## config.mk

```make
export PLATFORM = sky130hd
export DESIGN_NAME = link_scheduler_flat
export DESIGN_NICKNAME = d
export VERILOG_FILES = /design/src/rtl/link_scheduler_if.sv /design/src/rtl/link_scheduler.sv /design/src/flat_wrapper.sv
export SDC_FILE = /design/constraint.sdc
export NUM_CORES = 1
export LEC_CHECK = 0
export ABC_AREA = 0
export CAP_MARGIN = 0
export CORE_ASPECT_RATIO = 1.25
export CORE_UTILIZATION = 50
export DETAILED_ROUTE_END_ITERATION = 16
export MAX_ROUTING_LAYER = met4
export PLACE_DENSITY = 0.7
export SYNTH_ARGS = -nofsm -noshare
export SYNTH_HDL_FRONTEND = slang
export SYNTH_SLANG_ARGS = --single-unit
```

## constraint.sdc

```tcl
create_clock -name hwclk -period 4.6 [get_ports hwclk]
set_input_delay 1.15 -clock hwclk [delete_from_list [all_inputs] [get_ports hwclk]]
set_output_delay 1.15 -clock hwclk [all_outputs]
set_load 0.05 [all_outputs]
```

## src/rtl/link_scheduler_if.sv

```systemverilog
// link_scheduler_if: bundle of the request, sender and status signals around
// the shared Arduino digit link scheduler.
//
//   key_valid/key_digit  keypad echo request (one-cycle pulse + digit)
//   sec_start/sec_bcd/   secret-send request: pulse, packed BCD value
//   sec_len              (nibble 0 = least significant) and digit count
//   sec_busy/sec_done    secret accepted / one-cycle completion pulse
//   tx_digit/tx_start    digit and launch pulse towards the digit sender
//   tx_done              completion pulse from the digit sender
//   key_drop/timeout_err sticky error flags, cleared by clr_err
//
// The scheduler uses the slave modport; the requesters, the sender and the
// error logic together form the master side.
interface link_scheduler_if;
    logic        key_valid;
    logic [3:0]  key_digit;
    logic        sec_start;
    logic [31:0] sec_bcd;
    logic [3:0]  sec_len;
    logic        sec_busy;
    logic        sec_done;
    logic [3:0]  tx_digit;
    logic        tx_start;
    logic        tx_done;
    logic        key_drop;
    logic        timeout_err;
    logic        clr_err;

    modport slave (
        input  key_valid, key_digit, sec_start, sec_bcd, sec_len, tx_done, clr_err,
        output sec_busy, sec_done, tx_digit, tx_start, key_drop, timeout_err
    );

    modport master (
        output key_valid, key_digit, sec_start, sec_bcd, sec_len, tx_done, clr_err,
        input  sec_busy, sec_done, tx_digit, tx_start, key_drop, timeout_err
    );
endinterface

```

## src/rtl/link_scheduler.sv

```systemverilog
// link_scheduler: sequences the single Arduino digit sender between keypad
// echo and secret send. Keypresses go through a 2-deep FIFO; a secret is
// latched whole. Requesters are granted round-robin per transaction, digits
// are issued one at a time with a start/done handshake, each digit is
// followed by an idle gap, and a missing done aborts after a timeout.
//
// Ports:
//   hwclk   system clock (12 MHz)
//   resetN  asynchronous active-low reset
//   link    link_scheduler_if.slave (request, sender and status signals)
module link_scheduler #(
    parameter int GAP_CYCLES     = 1200,
    parameter int TIMEOUT_CYCLES = 1200000
) (
    input  logic            hwclk,
    input  logic            resetN,
    link_scheduler_if.slave link
);
    typedef enum logic [1:0] {IDLE, ISSUE, WAIT_DONE, GAP} state_t;

    localparam logic [20:0] WAIT_LAST = 21'(TIMEOUT_CYCLES - 1);
    localparam logic [20:0] GAP_LAST  = 21'(GAP_CYCLES - 1);

    function automatic logic [3:0] nibbleAt(input logic [31:0] bcd, input logic [2:0] idx);
        return bcd[{idx, 2'b00} +: 4];
    endfunction

    state_t      state;
    logic [3:0]  fifoMem [2];
    logic        fifoRd;
    logic        fifoWr;
    logic [1:0]  fifoCount;
    logic        keyDrop;
    logic [31:0] secBcd;
    logic [3:0]  secLeft;
    logic        secPending;
    logic        secBusy;
    logic        secDone;
    logic        grantSec;
    logic        favourSec;
    logic [3:0]  txDigit;
    logic        txStart;
    logic        timeoutErr;
    logic [20:0] waitCnt;
    logic [20:0] gapCnt;

    logic        keyPending;
    logic        fifoPop;
    logic        fifoPush;
    logic        secCapture;
    logic [3:0]  lenClamped;
    logic [2:0]  nibIdx;
    logic        timeoutHit;
    logic        leaveWait;
    logic        gapExit;
    logic        moreDigits;

    assign keyPending = (fifoCount != 2'd0);
    // The head is consumed while ISSUE presents it; a pop frees a slot for a
    // same-cycle push even when the FIFO is full.
    assign fifoPop    = (state == ISSUE) && !grantSec;
    assign fifoPush   = link.key_valid && ((fifoCount != 2'd2) || fifoPop);
    assign secCapture = link.sec_start && !secBusy;
    assign lenClamped = (link.sec_len > 4'd8) ? 4'd8 : link.sec_len;
    assign nibIdx     = 3'(secLeft - 4'd1);
    assign timeoutHit = (state == WAIT_DONE) && !link.tx_done && (waitCnt == WAIT_LAST);
    assign leaveWait  = (state == WAIT_DONE) && (link.tx_done || timeoutHit);
    // With no gap configured the digit ends straight out of WAIT_DONE.
    assign gapExit    = ((state == GAP) && (gapCnt == GAP_LAST)) ||
                        (leaveWait && (GAP_CYCLES == 0));
    assign moreDigits = grantSec && (secLeft != 4'd0) && !timeoutHit;

    always_ff @(posedge hwclk) begin
        if (fifoPush) fifoMem[fifoWr] <= link.key_digit;
    end

    always_ff @(posedge hwclk or negedge resetN) begin
        if (!resetN) begin
            fifoRd    <= 1'b0;
            fifoWr    <= 1'b0;
            fifoCount <= 2'd0;
            keyDrop   <= 1'b0;
        end else begin
            if (fifoPush) fifoWr <= ~fifoWr;
            if (fifoPop)  fifoRd <= ~fifoRd;
            case ({fifoPush, fifoPop})
                2'b10:   fifoCount <= fifoCount + 2'd1;
                2'b01:   fifoCount <= fifoCount - 2'd1;
                default: fifoCount <= fifoCount;
            endcase
            if (link.key_valid && !fifoPush) keyDrop <= 1'b1;
            else if (link.clr_err)           keyDrop <= 1'b0;
        end
    end

    always_ff @(posedge hwclk or negedge resetN) begin
        if (!resetN) begin
            state      <= IDLE;
            secBcd     <= '0;
            secLeft    <= '0;
            secPending <= 1'b0;
            secBusy    <= 1'b0;
            secDone    <= 1'b0;
            grantSec   <= 1'b0;
            favourSec  <= 1'b0;
            txDigit    <= '0;
            txStart    <= 1'b0;
            timeoutErr <= 1'b0;
            waitCnt    <= '0;
            gapCnt     <= '0;
        end else begin
            txStart <= 1'b0;
            secDone <= 1'b0;

            // A set in the same cycle beats the clear.
            if (timeoutHit)        timeoutErr <= 1'b1;
            else if (link.clr_err) timeoutErr <= 1'b0;

            if (secCapture) begin
                secBcd     <= link.sec_bcd;
                secLeft    <= lenClamped;
                secPending <= 1'b1;
                secBusy    <= 1'b1;
            end

            case (state)
                IDLE: begin
                    if (keyPending && (!secPending || !favourSec)) begin
                        grantSec  <= 1'b0;
                        favourSec <= 1'b1;
                        txDigit   <= fifoMem[fifoRd];
                        txStart   <= 1'b1;
                        waitCnt   <= '0;
                        state     <= ISSUE;
                    end else if (secPending) begin
                        grantSec   <= 1'b1;
                        favourSec  <= 1'b0;
                        secPending <= 1'b0;
                        if (secLeft == 4'd0) begin
                            // Empty secret completes without touching the link.
                            secDone <= 1'b1;
                            secBusy <= 1'b0;
                        end else begin
                            txDigit <= nibbleAt(secBcd, nibIdx);
                            secLeft <= secLeft - 4'd1;
                            txStart <= 1'b1;
                            waitCnt <= '0;
                            state   <= ISSUE;
                        end
                    end
                end
                ISSUE: state <= WAIT_DONE;
                WAIT_DONE: begin
                    if (leaveWait) begin
                        // A timed-out secret abandons its remaining digits.
                        if (timeoutHit) secLeft <= 4'd0;
                        gapCnt <= '0;
                        state  <= GAP;
                    end else begin
                        waitCnt <= waitCnt + 21'd1;
                    end
                end
                GAP: gapCnt <= gapCnt + 21'd1;
                default: state <= IDLE;
            endcase

            if (gapExit) begin
                if (moreDigits) begin
                    txDigit <= nibbleAt(secBcd, nibIdx);
                    secLeft <= secLeft - 4'd1;
                    txStart <= 1'b1;
                    waitCnt <= '0;
                    state   <= ISSUE;
                end else begin
                    state <= IDLE;
                    if (grantSec) begin
                        secDone <= 1'b1;
                        secBusy <= 1'b0;
                    end
                end
            end
        end
    end

    assign link.sec_busy    = secBusy;
    assign link.sec_done    = secDone;
    assign link.tx_digit    = txDigit;
    assign link.tx_start    = txStart;
    assign link.key_drop    = keyDrop;
    assign link.timeout_err = timeoutErr;
endmodule

```

## src/flat_wrapper.sv

```systemverilog
// flat-port wrapper written by rule: the top's interface ports become plain ports
module link_scheduler_flat 
#(
    parameter int GAP_CYCLES     = 1200,
    parameter int TIMEOUT_CYCLES = 1200000
)
  (hwclk, resetN, link_key_valid, link_key_digit, link_sec_start, link_sec_bcd, link_sec_len, link_tx_done, link_clr_err, link_sec_busy, link_sec_done, link_tx_digit, link_tx_start, link_key_drop, link_timeout_err);
  link_scheduler_if link_i ();
  input  logic hwclk;
  input  logic resetN;
  input wire logic [$bits(link_i.key_valid)-1:0] link_key_valid;
  input wire logic [$bits(link_i.key_digit)-1:0] link_key_digit;
  input wire logic [$bits(link_i.sec_start)-1:0] link_sec_start;
  input wire logic [$bits(link_i.sec_bcd)-1:0] link_sec_bcd;
  input wire logic [$bits(link_i.sec_len)-1:0] link_sec_len;
  input wire logic [$bits(link_i.tx_done)-1:0] link_tx_done;
  input wire logic [$bits(link_i.clr_err)-1:0] link_clr_err;
  output wire logic [$bits(link_i.sec_busy)-1:0] link_sec_busy;
  output wire logic [$bits(link_i.sec_done)-1:0] link_sec_done;
  output wire logic [$bits(link_i.tx_digit)-1:0] link_tx_digit;
  output wire logic [$bits(link_i.tx_start)-1:0] link_tx_start;
  output wire logic [$bits(link_i.key_drop)-1:0] link_key_drop;
  output wire logic [$bits(link_i.timeout_err)-1:0] link_timeout_err;
  assign link_i.key_valid = link_key_valid;
  assign link_i.key_digit = link_key_digit;
  assign link_i.sec_start = link_sec_start;
  assign link_i.sec_bcd = link_sec_bcd;
  assign link_i.sec_len = link_sec_len;
  assign link_i.tx_done = link_tx_done;
  assign link_i.clr_err = link_clr_err;
  assign link_sec_busy = link_i.sec_busy;
  assign link_sec_done = link_i.sec_done;
  assign link_tx_digit = link_i.tx_digit;
  assign link_tx_start = link_i.tx_start;
  assign link_key_drop = link_i.key_drop;
  assign link_timeout_err = link_i.timeout_err;
  link_scheduler #(.GAP_CYCLES(GAP_CYCLES), .TIMEOUT_CYCLES(TIMEOUT_CYCLES)) u_core (.hwclk(hwclk), .resetN(resetN), .link(link_i));
endmodule
```

==> results of run 1 <==
[cells in the final DEF, fill, tap and decap left out, drive strengths merged, types with 3 or more instances in the layout]
cell	count
and4	6
o22ai	8
a22oi	4
clkdlybuf4s50	53
nand4	8
nand3b	3
o21ai	29
and2	3
nand2b	3
mux2	3
o311ai	3
nor3	18
inv	18
dfrtp	96
a221o	3
nor4b	7
nor2	34
ha	8
nand4b	4
nand3	24
mux2i	11
a21oi	43
a21o	3
nor2b	3
buf	10
mux4	8
xnor2	13
nor4	14
nor3b	8
a31oi	10
or3	7
clkinv	3
nand2	134
and3	12
edfxtp	8
clkbuf	10
[final timing paths]
path                                              start                            end  slack [ns]  cells past startpoint
max reg2reg                 u_core.state[0]$_DFFE_PN0P_  u_core.gapCnt[15]$_DFFE_PN0P_        1.37                      9
min in group asynchronous                        resetN   u_core.waitCnt[18]$_DFF_PN0_        0.74                      1
min reg2reg                u_core.secBcd[2]$_DFFE_PN0N_   u_core.secBcd[2]$_DFFE_PN0N_        0.48                      2
max                         u_core.state[0]$_DFFE_PN0P_  u_core.gapCnt[15]$_DFFE_PN0P_        1.37                      9
max in group asynchronous                        resetN    u_core.secLeft[0]$_DFF_PN0_        2.98                      2
min                        u_core.secBcd[2]$_DFFE_PN0N_   u_core.secBcd[2]$_DFFE_PN0N_        0.48                      2
[report_power, final]
part	internal (mW)	total, mW	switching [mW]	leakage, nW
combinational	0.619	1.45	0.832	1.34
sequential	1.22	1.49	0.270	1.32
clock	0.390	0.751	0.361	0.137
total	2.23	3.69	1.46	2.80
[sequential cells by signal (all words and copies together), names as in the netlist]
register / count
u_core.favourSec: 1
u_core.fifoCount: 2
u_core.fifoMem: 8
u_core.fifoRd: 1
u_core.fifoWr: 1
u_core.gapCnt: 21
u_core.grantSec: 1
u_core.link.key_drop: 1
u_core.link.sec_busy: 1
u_core.link.sec_done: 1
u_core.link.timeout_err: 1
u_core.link.tx_digit: 4
u_core.link.tx_start: 1
u_core.secBcd: 32
u_core.secLeft: 4
u_core.secPending: 1
u_core.state: 2
u_core.waitCnt: 21
[routing by layer]
metal,up-vias,wire length (µm),part of all wire
li1,2326,-,-
met1,2355,5680,0.42
met2,146,6880,0.51
met3,19,616,0.046
met4,0,210,0.016
met5,-,0,0
[critical path: cells and delay by family, from the launching register on]
kind	cells	cell delay [ns]
AND/OR/NAND/NOR	4	1.75
flip-flops	1	0.42
AO/OA/AOI/OAI	2	0.40
buffers and inverters	2	0.37
adder cells (fa/ha/maj)	1	0.17
[layout make-up]
| class | count | area (µm²) |
|---|---|---|
| Inverter | 17 | 63.8 |
| Clock buffer | 10 | 239 |
| Sequential cell | 104 | 2640 |
| Tap cell | 135 | 169 |
| Multi-Input combinational cell | 465 | 2840 |
| Timing Repair Buffer | 63 | 606 |
| Fill cell | 960 | 4520 |
| Clock inverter | 6 | 52.6 |
[cells by family (layout without fill, tap and decap cells)]
| group | after synthesis | count (layout) |
|---|---|---|
| AO/OA/AOI/OAI | 126 | 126 |
| XOR/XNOR | 15 | 15 |
| adder cells (fa/ha/maj) | 8 | 8 |
| buffers and inverters | 55 | 96 |
| flip-flops | 104 | 104 |
| multiplexers | 22 | 22 |
| AND/OR/NAND/NOR | 294 | 294 |
[metrics by stage]
step	std cells	hold slack [ns]	utilization	setup slack, ns
6_report	800	0.477	0.594	1.37
5_1_grt	800	0.495	0.594	1.17
4_1_cts	800	0.478	0.594	1.40
3_5_place_dp	784	0.459	0.568	1.15
3_3_place_gp	784	0.453	0.568	1.24
2_1_floorplan	624	0.440	-	2.14
==> summary.txt, run 1 <==
Yosys
  • Synth cell types: 67
  • Largest family of logic cells by synthesized area: simple AND/OR/NAND/NOR gates
  • EDFF count, synth: 8
  • Post-Syn Nets: a little under 700
  • Seq cells post-synth: approximately 100
  • Synthesized area: roughly 5700 µm²
  • Synth Area in XOR/XNOR: 0.0229
  • YS warnings: 0
  • Mux cell area share after synthesis: 0.0566
  • Top cells by area, synth: dfrtp_1, nand2_1, edfxtp_1
  • Gate Count Post-Synth: about 620
  • Async S/R FF share, synth: 0.923
  • Adder-cell area share of the yosys netlist: 0.0175
  • Post-synth top area share: 0.420
  • Synth Area in Simple Gates: 0.257
  • Most frequent cell after synthesis: nand2_1
  • Register area share after synthesis: 0.462
  • Synth Area in Compound Gates: 0.142
  • Post-synth top cells: nand2_1, dfrtp_1, a21oi_1
  • Ys flop type: dfrtp_1
  • Dominant cell type by area after synthesis: dfrtp_1
  • Mean Syn Cell Area: 9.18 µm²

STA
  • Tcrit/Tclk final: 0.703
  • Worst Tran Pin Value: 1.13 ns
  • Final hold vios: 0
  • RSZ-0062 raised after global routing: false
  • Slew HR: 0.241
  • Final TNS setup: 0 ns
  • Max Clk Rate: ~0.31 GHz
  • Setup violators final: 0
  • Fin. max-slew vios: 0
  • Skew final: between 0.008 and 0.009 ns
  • Min Tclk post-route: around 3.2 ns

Global routing
  • Largest net degree at the start of global routing: 39
  • Met2 Use GR: 0.420
  • Top Usage Layer GRT: met2
  • First-pass GRT wire length: about 22 mm
  • Initial antenna violation count: 0
  • Grt met1 use: 0.290
  • Grt total ovfl: 0
  • Number of global-route vias before repair: between 4000 and 5000
  • Met3 usage: 0.0321
  • GRT Total Usage: 0.242

Clocking
  • CTS tree: yes
  • Clk buf depth: 2
  • Clock H-tree levels: 3
  • Clock Latency Late Sink: 0.35 ns
  • Setup bufs post-CTS: 0
  • Clock root buffer: clkbuf_16
  • TritonCTS Buffers: 9
  • CTS Hold Bufs: 0
  • Post-CTS sizing: 0
  • Clock-pin transition on the worst setup and hold timing paths: ~0.08 ns
  • Clock Sink Count: about 100

Die
  • Initial Util: 0.514
  • Die Ht: approximately 120 µm
  • Die width: just under 100 µm
  • Core area: 11100 µm²
  • I/O pin count: between 50 and 60
  • Row count: 43
  • Die area: 11900 µm²

Worst setup path
  • CP Cell Sequence: inv_1, ha_1, buf_4, and4bb_2, and4_1, a211oi_4, nor3_1, nor3b_1, a21o_1
  • Critical Path RT: ~4.8 ns
  • Crit Path Class: reg -> reg
  • Worst path slowest cell: nor3_1
  • Startpoint types: flop
  • CP arrival: around 3.5 ns
  • CP max FO: 24
  • CP endpoint kind: flop
  • Maximum cell stage delay along the critical path: between 0.9 and 1 ns

Placement
  • DP Area: 6320 µm²
  • GP Congestion: roughly 0.88
  • DP Wirelength: approximately 9 mm
  • PortBufs: 54

Detailed routing
  • Residual DRC count: 0
  • Initial DRC count: 220
  • Drt wl/cell: around 17 µm
  • Antenna Nets Post-Route: 0
  • DR vias/cell: around 6
  • Via count: a little under 5000
  • Drt pass-1 iters: 5
  • Drt total wl: 13.4 mm

Cells and area
  • Area Growth Syn to Fin: 15.5%
  • Antenna diodes: 0
  • Share of post-route cells with drive strength above 1: 0.0722
  • Post-Layout Inst Area: 6610 µm²
  • Final net count: 714

Power
  • Leak Pwr: around 2.8 nW
  • Total power per unit cell area: between 500 and 600 nW/µm²
  • Pwr Total: roughly 3.7 mW
  • Maximum VDD drop: 310 µV

Hold path
  • Hold WC Path Type: reg -> reg

Run
  • Max cap viols: 0

Status
  • Outcome: finished clean
No activity file was read; power rests on OpenSTA's default activity.
==> run 2, diff against run 1 <==
Settings changed: PLACE_DENSITY 0.7 to 0.73.
Clock period 4.6 ns to 2.7 ns, I/O delays scaled along.
==> run 2 against run 1 <==
Compared with the run above:
- the flow now finishes with violations (DRC)
- sequential cell count unchanged
- combinational power up 78%
- design area up 1.7%
- non-clock buffer count up 14
- first-iteration DRC count up 56%
- die area unchanged
- sequential share of layout area down 0.67 points
- via count up 1.2%
- routed wire length up 0.43%
==> summary.txt, run 2 (synthesized netlist as in run 1, its figures left out) <==
Global routing
  • GRT Total Usage: 0.248 (+0.00581)
  • Grt total ovfl: 0 (unchanged)
  • Largest net degree at the start of global routing: 46 (+18%)
  • Number of global-route vias before repair: 4964 (+3.7%)
  • First-pass GRT wire length: 23.0 mm (+3.0%)
  • Initial antenna violation count: 0 (unchanged)

Clocking
  • Clock Latency Late Sink: 0.34 ns (about the same)
  • Post-CTS sizing: 0 (unchanged)
  • Clock-pin transition on the worst setup and hold timing paths: 0.07 ns (about the same)
  • TritonCTS Buffers: 9 (unchanged)
  • Clock Sink Count: 104 (unchanged)
  • Clock root buffer: clkbuf_16
  • Setup bufs post-CTS: 0 (unchanged)
  • Clk buf depth: 2 (unchanged)
  • CTS tree: yes
  • CTS Hold Bufs: 0 (unchanged)
  • Clock H-tree levels: 3 (unchanged)

Cells and area
  • Largest register FFs: 32 (unchanged)
  • Area Growth Syn to Fin: 17.5%
  • Top Registers: u_core.secBcd (32), u_core.gapCnt (21), u_core.waitCnt (21)
  • Final net count: 728 (+2.0%)
  • Post-Layout Inst Area: 6730 µm² (+1.7%)
  • Commonest non-fill, non-tap cells in the layout: nand2_1, dfrtp_1, clkdlybuf4s50_1
  • Share of post-route cells with drive strength above 1: 0.0898 (+0.0177)
  • Most common cell after layout, fill and taps aside: nand2_1
  • Largest register by flop count: u_core.secBcd
  • Antenna diodes: 0 (unchanged)
  • Final Util: 0.604 (+0.0101)
  • Fillers: 955 (-0.52%)

Worst setup path
  • Reg2reg path depth: 8 (-1)
  • Startpoint types: flop
  • Crit path max-delay family: simple AND/OR/NAND/NOR gates
  • Setup slack, reg-to-reg: 0.27 ns (-1.10 ns)
  • Worst path slowest cell: dfrtp_1
  • CP endpoint kind: flop
  • Reg-to-reg critical path endpoint: u_core.waitCnt[20]$_DFF_PN0_
  • CP bufs+invs: 1 (-1)
  • CP arrival: 2.70 ns (-0.77 ns)
  • CP max FO: 8 (-67%)
  • RR Startpoint: u_core.state[0]$_DFFE_PN0P_
  • Maximum cell stage delay along the critical path: 0.40 ns (-0.52 ns)
  • Crit Path Class: reg -> reg
  • Critical Path RT: 2.96 ns (-1.88 ns)
  • CP Cell Sequence: inv_1, ha_1, and4bb_2, and4_1, a21o_1, nor4_1, mux2_1, a21oi_1

Status
  • Failing checks: DRC
  • Outcome: finished with violations

Placement
  • DP Area: 6440 µm² (+1.9%)
  • GP Congestion: 0.918 (+3.9%)
  • PortBufs: 54 (unchanged)
  • DP Wirelength: 9.57 mm (+3.4%)

Power
  • Total power per unit cell area: 947 nW/µm² (+70%)
  • Leak Pwr: 2.88 nW (+2.8%)
  • Maximum VDD drop: 625 µV (+100%)

STA
  • Max Clk Rate: 0.411 GHz (+33%)
  • Final hold vios: 0 (unchanged)
  • Slew HR: 0.567 (+0.327)
  • Setup violators final: 0 (unchanged)
  • Min Tclk post-route: 2.43 ns (-0.799 ns)
  • RSZ-0062 raised after global routing: false
  • Skew final: 0.00923 ns (+0.000851 ns)
  • Final TNS setup: 0 ns (unchanged)
  • Fin. max-slew vios: 0 (unchanged)
  • Worst Tran Pin Value: 0.645 ns (-0.486 ns)
  • Tcrit/Tclk final: 0.902 (+0.199)

Die
  • Row count: 43 (unchanged)
  • Die area: 11900 µm² (unchanged)
  • Core area: 11100 µm² (unchanged)
  • Initial Util: 0.514 (unchanged)
  • Die Ht: 122 µm (unchanged)
  • I/O pin count: 55 (unchanged)
  • Die width: 97.7 µm (unchanged)

Run
  • Max cap viols: 0 (unchanged)

Hold path
  • Hold WC Path Type: in -> async

Detailed routing
  • Drt pass-1 iters: 11 (+6)
  • Drt total wl: 13.4 mm (+0.43%)
  • Antenna Nets Post-Route: 0 (unchanged)
  • Drt wl/cell: 16.5 µm (-1.3%)
  • Via count: 4902 (+1.2%)
  • DR vias/cell: 6.02 (-0.58%)
  • Residual DRC count: 3 (+3)
  • Initial DRC count: 343 (+56%)
## run 2: worst max-delay path by stage
stage | start | end | slack [ns] | cells after the start
6_report | u_core.state[0]$_DFFE_PN0P_ | u_core.waitCnt[20]$_DFF_PN0_ | 0.27 | 8
5_1_grt | u_core.state[0]$_DFFE_PN0P_ | u_core.gapCnt[20]$_DFFE_PN0P_ | 0.09 | 9
4_1_cts | u_core.state[0]$_DFFE_PN0P_ | u_core.waitCnt[20]$_DFF_PN0_ | 0.29 | 8
3_5_place_dp | u_core.state[0]$_DFFE_PN0P_ | u_core.waitCnt[20]$_DFF_PN0_ | 0.31 | 8
3_3_place_gp | link_tx_done | u_core.gapCnt[20]$_DFFE_PN0P_ | 0.35 | 7
2_1_floorplan | u_core.secLeft[0]$_DFF_PN0_ | u_core.waitCnt[16]$_DFF_PN0_ | 0.36 | 9
## run 2: power by group
| group | switching [mW] | internal, mW |
|---|---|---|
| combinational | 1.47 | 1.11 |
| clock | 0.634 | 0.652 |
| sequential | 0.423 | 2.08 |
| total | 2.53 | 3.84 |
## run 2: per-stage QoR
stage | setup slack [ns] | hold WS [ns] | total power, mW | std cells
floorplan | 0.360 | 0.379 | 4.29 | 624
finish | 0.266 | 0.338 | 6.37 | 814
CTS | 0.293 | 0.356 | 6.39 | 814
global placement | 0.350 | 0.454 | 4.99 | 798
global route | 0.0861 | 0.386 | 6.79 | 814
detailed placement | 0.312 | 0.460 | 5.10 | 798
## run 2: area by class of cell
| class | instances | area [µm²] | share of cell area |
|---|---|---|---|
| multi-input combinational | 465 | 2840 | 0.422 |
| sequential | 104 | 2640 | 0.393 |
| timing repair buffer | 77 | 723 | 0.108 |
| clock buffer | 10 | 229 | 0.0340 |
| tap | 135 | 169 | 0.0251 |
| inverter | 17 | 63.8 | 0.00949 |
| clock inverter | 6 | 57.6 | 0.00856 |
## run 2: layer usage
metal	vias up	GRT usage	part of all wire	wire [µm]
met3	23	0.0396	0.042	563
met4	0	0.0814	0.018	243
li1	2340	-	-	-
met5	-	-	0	0
met1	2395	0.294	0.42	5620
met2	144	0.433	0.52	7020
==> run 3, diff against run 2 <==
Settings changed: CTS_BUF_LIST from default to sky130_fd_sc_hd__clkbuf_4 sky130_fd_sc_hd__clkbuf_8.
==> run 3 against run 2 <==
Compared with the run above:
- the flow still finishes with violations (DRC)
- global-route usage did not move
- largest cell class unchanged
- final cell count did not move
- design area fell by 1.5%
- critical path depth did not move
- routed wire length fell by 0.27%
- register-to-register slack barely moved
- sequential cell count did not move
- die area did not move
- combinational power barely moved
- utilization fell by 0.88 points
- clock skew rose by 0.0039 ns
- non-clock buffer count did not move
- critical path type unchanged
- highest routed layer unchanged
==> summary.txt, run 3 (synthesized netlist as in run 1, its figures left out) <==
Power
  • Pwr Total: 6.05 mW (-5.0%)
  • Maximum VDD drop: 622 µV (-0.43%)
  • Leak Pwr: 2.83 nW (-1.5%)
  • Total power per unit cell area: 913 nW/µm² (-3.6%)

Placement
  • PortBufs: 54 (unchanged)
  • DP Wirelength: 9.57 mm (unchanged)
  • GP Congestion: 0.918 (unchanged)

Cells and area
  • Largest register FFs: 32 (unchanged)
  • Fillers: 967 (+1.3%)
  • Area Growth Syn to Fin: 15.8%
  • Largest register by flop count: u_core.secBcd
  • Multi-input gate area in the final layout: 2840 µm² (unchanged)
  • Reg area: 2640 µm² (unchanged)
  • Top Registers: u_core.secBcd (32), u_core.gapCnt (21), u_core.waitCnt (21)
  • Final Util: 0.595 (-0.00876)
  • Share of post-route cells with drive strength above 1: 0.0913 (+0.00147)
  • Final net count: 728 (unchanged)
  • Most common cell after layout, fill and taps aside: nand2_1
  • Antenna diodes: 0 (unchanged)
  • Commonest non-fill, non-tap cells in the layout: nand2_1, dfrtp_1, clkdlybuf4s50_1

Detailed routing
  • Via count: 4898 (-0.082%)
  • M1 wire length: 5.77 mm (+2.7%)
  • DR WL met3: 437 µm (-22%)
  • DR vias/cell: 6.02 (about the same)
  • Drt wl/cell: 16.5 µm (-0.27%)
  • Drt pass-1 iters: 11 (unchanged)
  • Drt total wl: 13.4 mm (-0.27%)
  • Initial DRC count: 298 (-13%)
  • Residual DRC count: 4 (+1)
  • Routed met2 length: 6.98 mm (-0.57%)
  • Antenna Nets Post-Route: 0 (unchanged)
  • Max Used Layer: met4

Clocking
  • Clock root buffer: clkbuf_8
  • Clock-pin transition on the worst setup and hold timing paths: 0.11 ns (+0.04 ns)
  • Clock Latency Late Sink: 0.37 ns (+0.03 ns)
  • CTS tree: yes
  • TritonCTS Buffers: 9 (unchanged)
  • Post-CTS sizing: 0 (unchanged)
  • Clk buf depth: 2 (unchanged)
  • Setup bufs post-CTS: 0 (unchanged)
  • CTS Hold Bufs: 0 (unchanged)
  • Clock Sink Count: 104 (unchanged)
  • Clock H-tree levels: 3 (unchanged)

Run
  • Max cap viols: 0 (unchanged)

Worst setup path
  • Worst setup path end: u_core.waitCnt[20]$_DFF_PN0_
  • Reg-to-reg critical path endpoint: u_core.waitCnt[20]$_DFF_PN0_
  • CP arrival: 2.74 ns (+0.04 ns)
  • Crit Path Class: reg -> reg
  • Maximum cell stage delay along the critical path: 0.41 ns (about the same)
  • Worst path slowest cell: dfrtp_1
  • CP bufs+invs: 1 (unchanged)
  • Worst setup path startpoint: u_core.state[0]$_DFFE_PN0P_
  • Cell count along the critical path: 8 (unchanged)
  • Reg2reg path depth: 8 (unchanged)
  • RR Startpoint: u_core.state[0]$_DFFE_PN0P_
  • Critical Path RT: 2.99 ns (+0.03 ns)
  • Setup slack, reg-to-reg: 0.25 ns (about the same)
  • CP endpoint kind: flop
  • CP max FO: 8 (unchanged)
  • CP Cell Sequence: inv_1, ha_1, and4bb_2, and4_1, a21o_1, nor4_1, mux2_1, a21oi_1
  • Crit path max-delay family: simple AND/OR/NAND/NOR gates
  • Startpoint types: flop

Die
  • Die Ht: 122 µm (unchanged)
  • Die width: 97.7 µm (unchanged)
  • Die area: 11900 µm² (unchanged)
  • Row count: 43 (unchanged)
  • Initial Util: 0.514 (unchanged)
  • I/O pin count: 55 (unchanged)
  • Core area: 11100 µm² (unchanged)

Global routing
  • Initial antenna violation count: 0 (unchanged)
  • Number of global-route vias before repair: 4941 (-0.46%)
  • Grt total ovfl: 0 (unchanged)
  • GRT Total Usage: 0.248 (unchanged)
  • Largest net degree at the start of global routing: 46 (unchanged)
  • First-pass GRT wire length: 23.0 mm (about the same)

STA
  • Slew HR: 0.548 (-0.0199)
  • Tcrit/Tclk final: 0.907 (+0.00527)
  • Min Tclk post-route: 2.45 ns (+0.0142 ns)
  • RSZ-0062 raised after global routing: false
  • Final hold vios: 0 (unchanged)
  • Max Clk Rate: 0.408 GHz (-0.58%)
  • Worst Tran Pin Value: 0.674 ns (+0.0296 ns)
  • Hold WS: 0.301 ns (-0.0366 ns)
  • Setup violators final: 0 (unchanged)
  • Skew final: 0.0131 ns (+0.00387 ns)
  • Final TNS setup: 0 ns (unchanged)
  • Fin. max-slew vios: 0 (unchanged)

Hold path
  • Hold WC Path Type: in -> async

Status
  • Outcome: finished with violations
  • Failing checks: DRC
-- run 3: metrics by stage --
stage | std cells | area, µm² | worst slack (ns)
after floorplan | 624 | 5730 | 0.360
after global placement | 798 | 6440 | 0.350
after detailed placement | 798 | 6440 | 0.312
after CTS | 814 | 6630 | 0.290
after global routing | 814 | 6630 | 0.0920
final | 814 | 6630 | 0.251
-- run 3: worst reg2reg max path, stage by stage, from the launching register on --
cell	delay, ns
dfrtp_1	0.41
inv_1	0.09
ha_1	0.22
and4bb_2	0.21
and4_1	0.30
a21o_1	0.31
nor4_1	0.33
mux2_1	0.36
a21oi_1	0.15
-- run 3: final cells by class --
class | count | area share
timing repair buffer | 77 | 0.109
clock inverter | 6 | 0.00868
tap | 135 | 0.0255
clock buffer | 10 | 0.0198
multi-input combinational | 465 | 0.429
inverter | 17 | 0.00963
sequential | 104 | 0.399
-- run 3: power breakdown --
| part | internal [mW] | leakage [nW] | total (mW) | switching [mW] |
|---|---|---|---|---|
| clock network | 0.372 | 0.0991 | 0.971 | 0.599 |
| registers | 2.07 | 1.32 | 2.49 | 0.420 |
| logic | 1.11 | 1.41 | 2.58 | 1.48 |
| total | 3.55 | 2.83 | 6.05 | 2.49 |
-- run 3: worst min-delay path by stage --
stage | cells after the start | to | from | slack [ns]
floorplan | 0 | u_core.favourSec$_DFFE_PN0P_ | resetN | 0.38
CTS | 1 | u_core.waitCnt[8]$_DFF_PN0_ | resetN | 0.31
finish | 1 | u_core.waitCnt[9]$_DFF_PN0_ | resetN | 0.30
global route | 1 | u_core.link.sec_busy$_DFF_PN0_ | resetN | 0.33
detailed placement | 2 | u_core.secBcd[3]$_DFFE_PN0N_ | u_core.secBcd[3]$_DFFE_PN0N_ | 0.46
global placement | 2 | u_core.secBcd[24]$_DFFE_PN0N_ | u_core.secBcd[24]$_DFFE_PN0N_ | 0.45
-- run 3: layer usage --
layer / track usage / vias to the layer above
met5: - / -
met4: 0.0805 / 0
met3: 0.0379 / 19
met2: 0.432 / 127
met1: 0.296 / 2412
li1: - / 2340
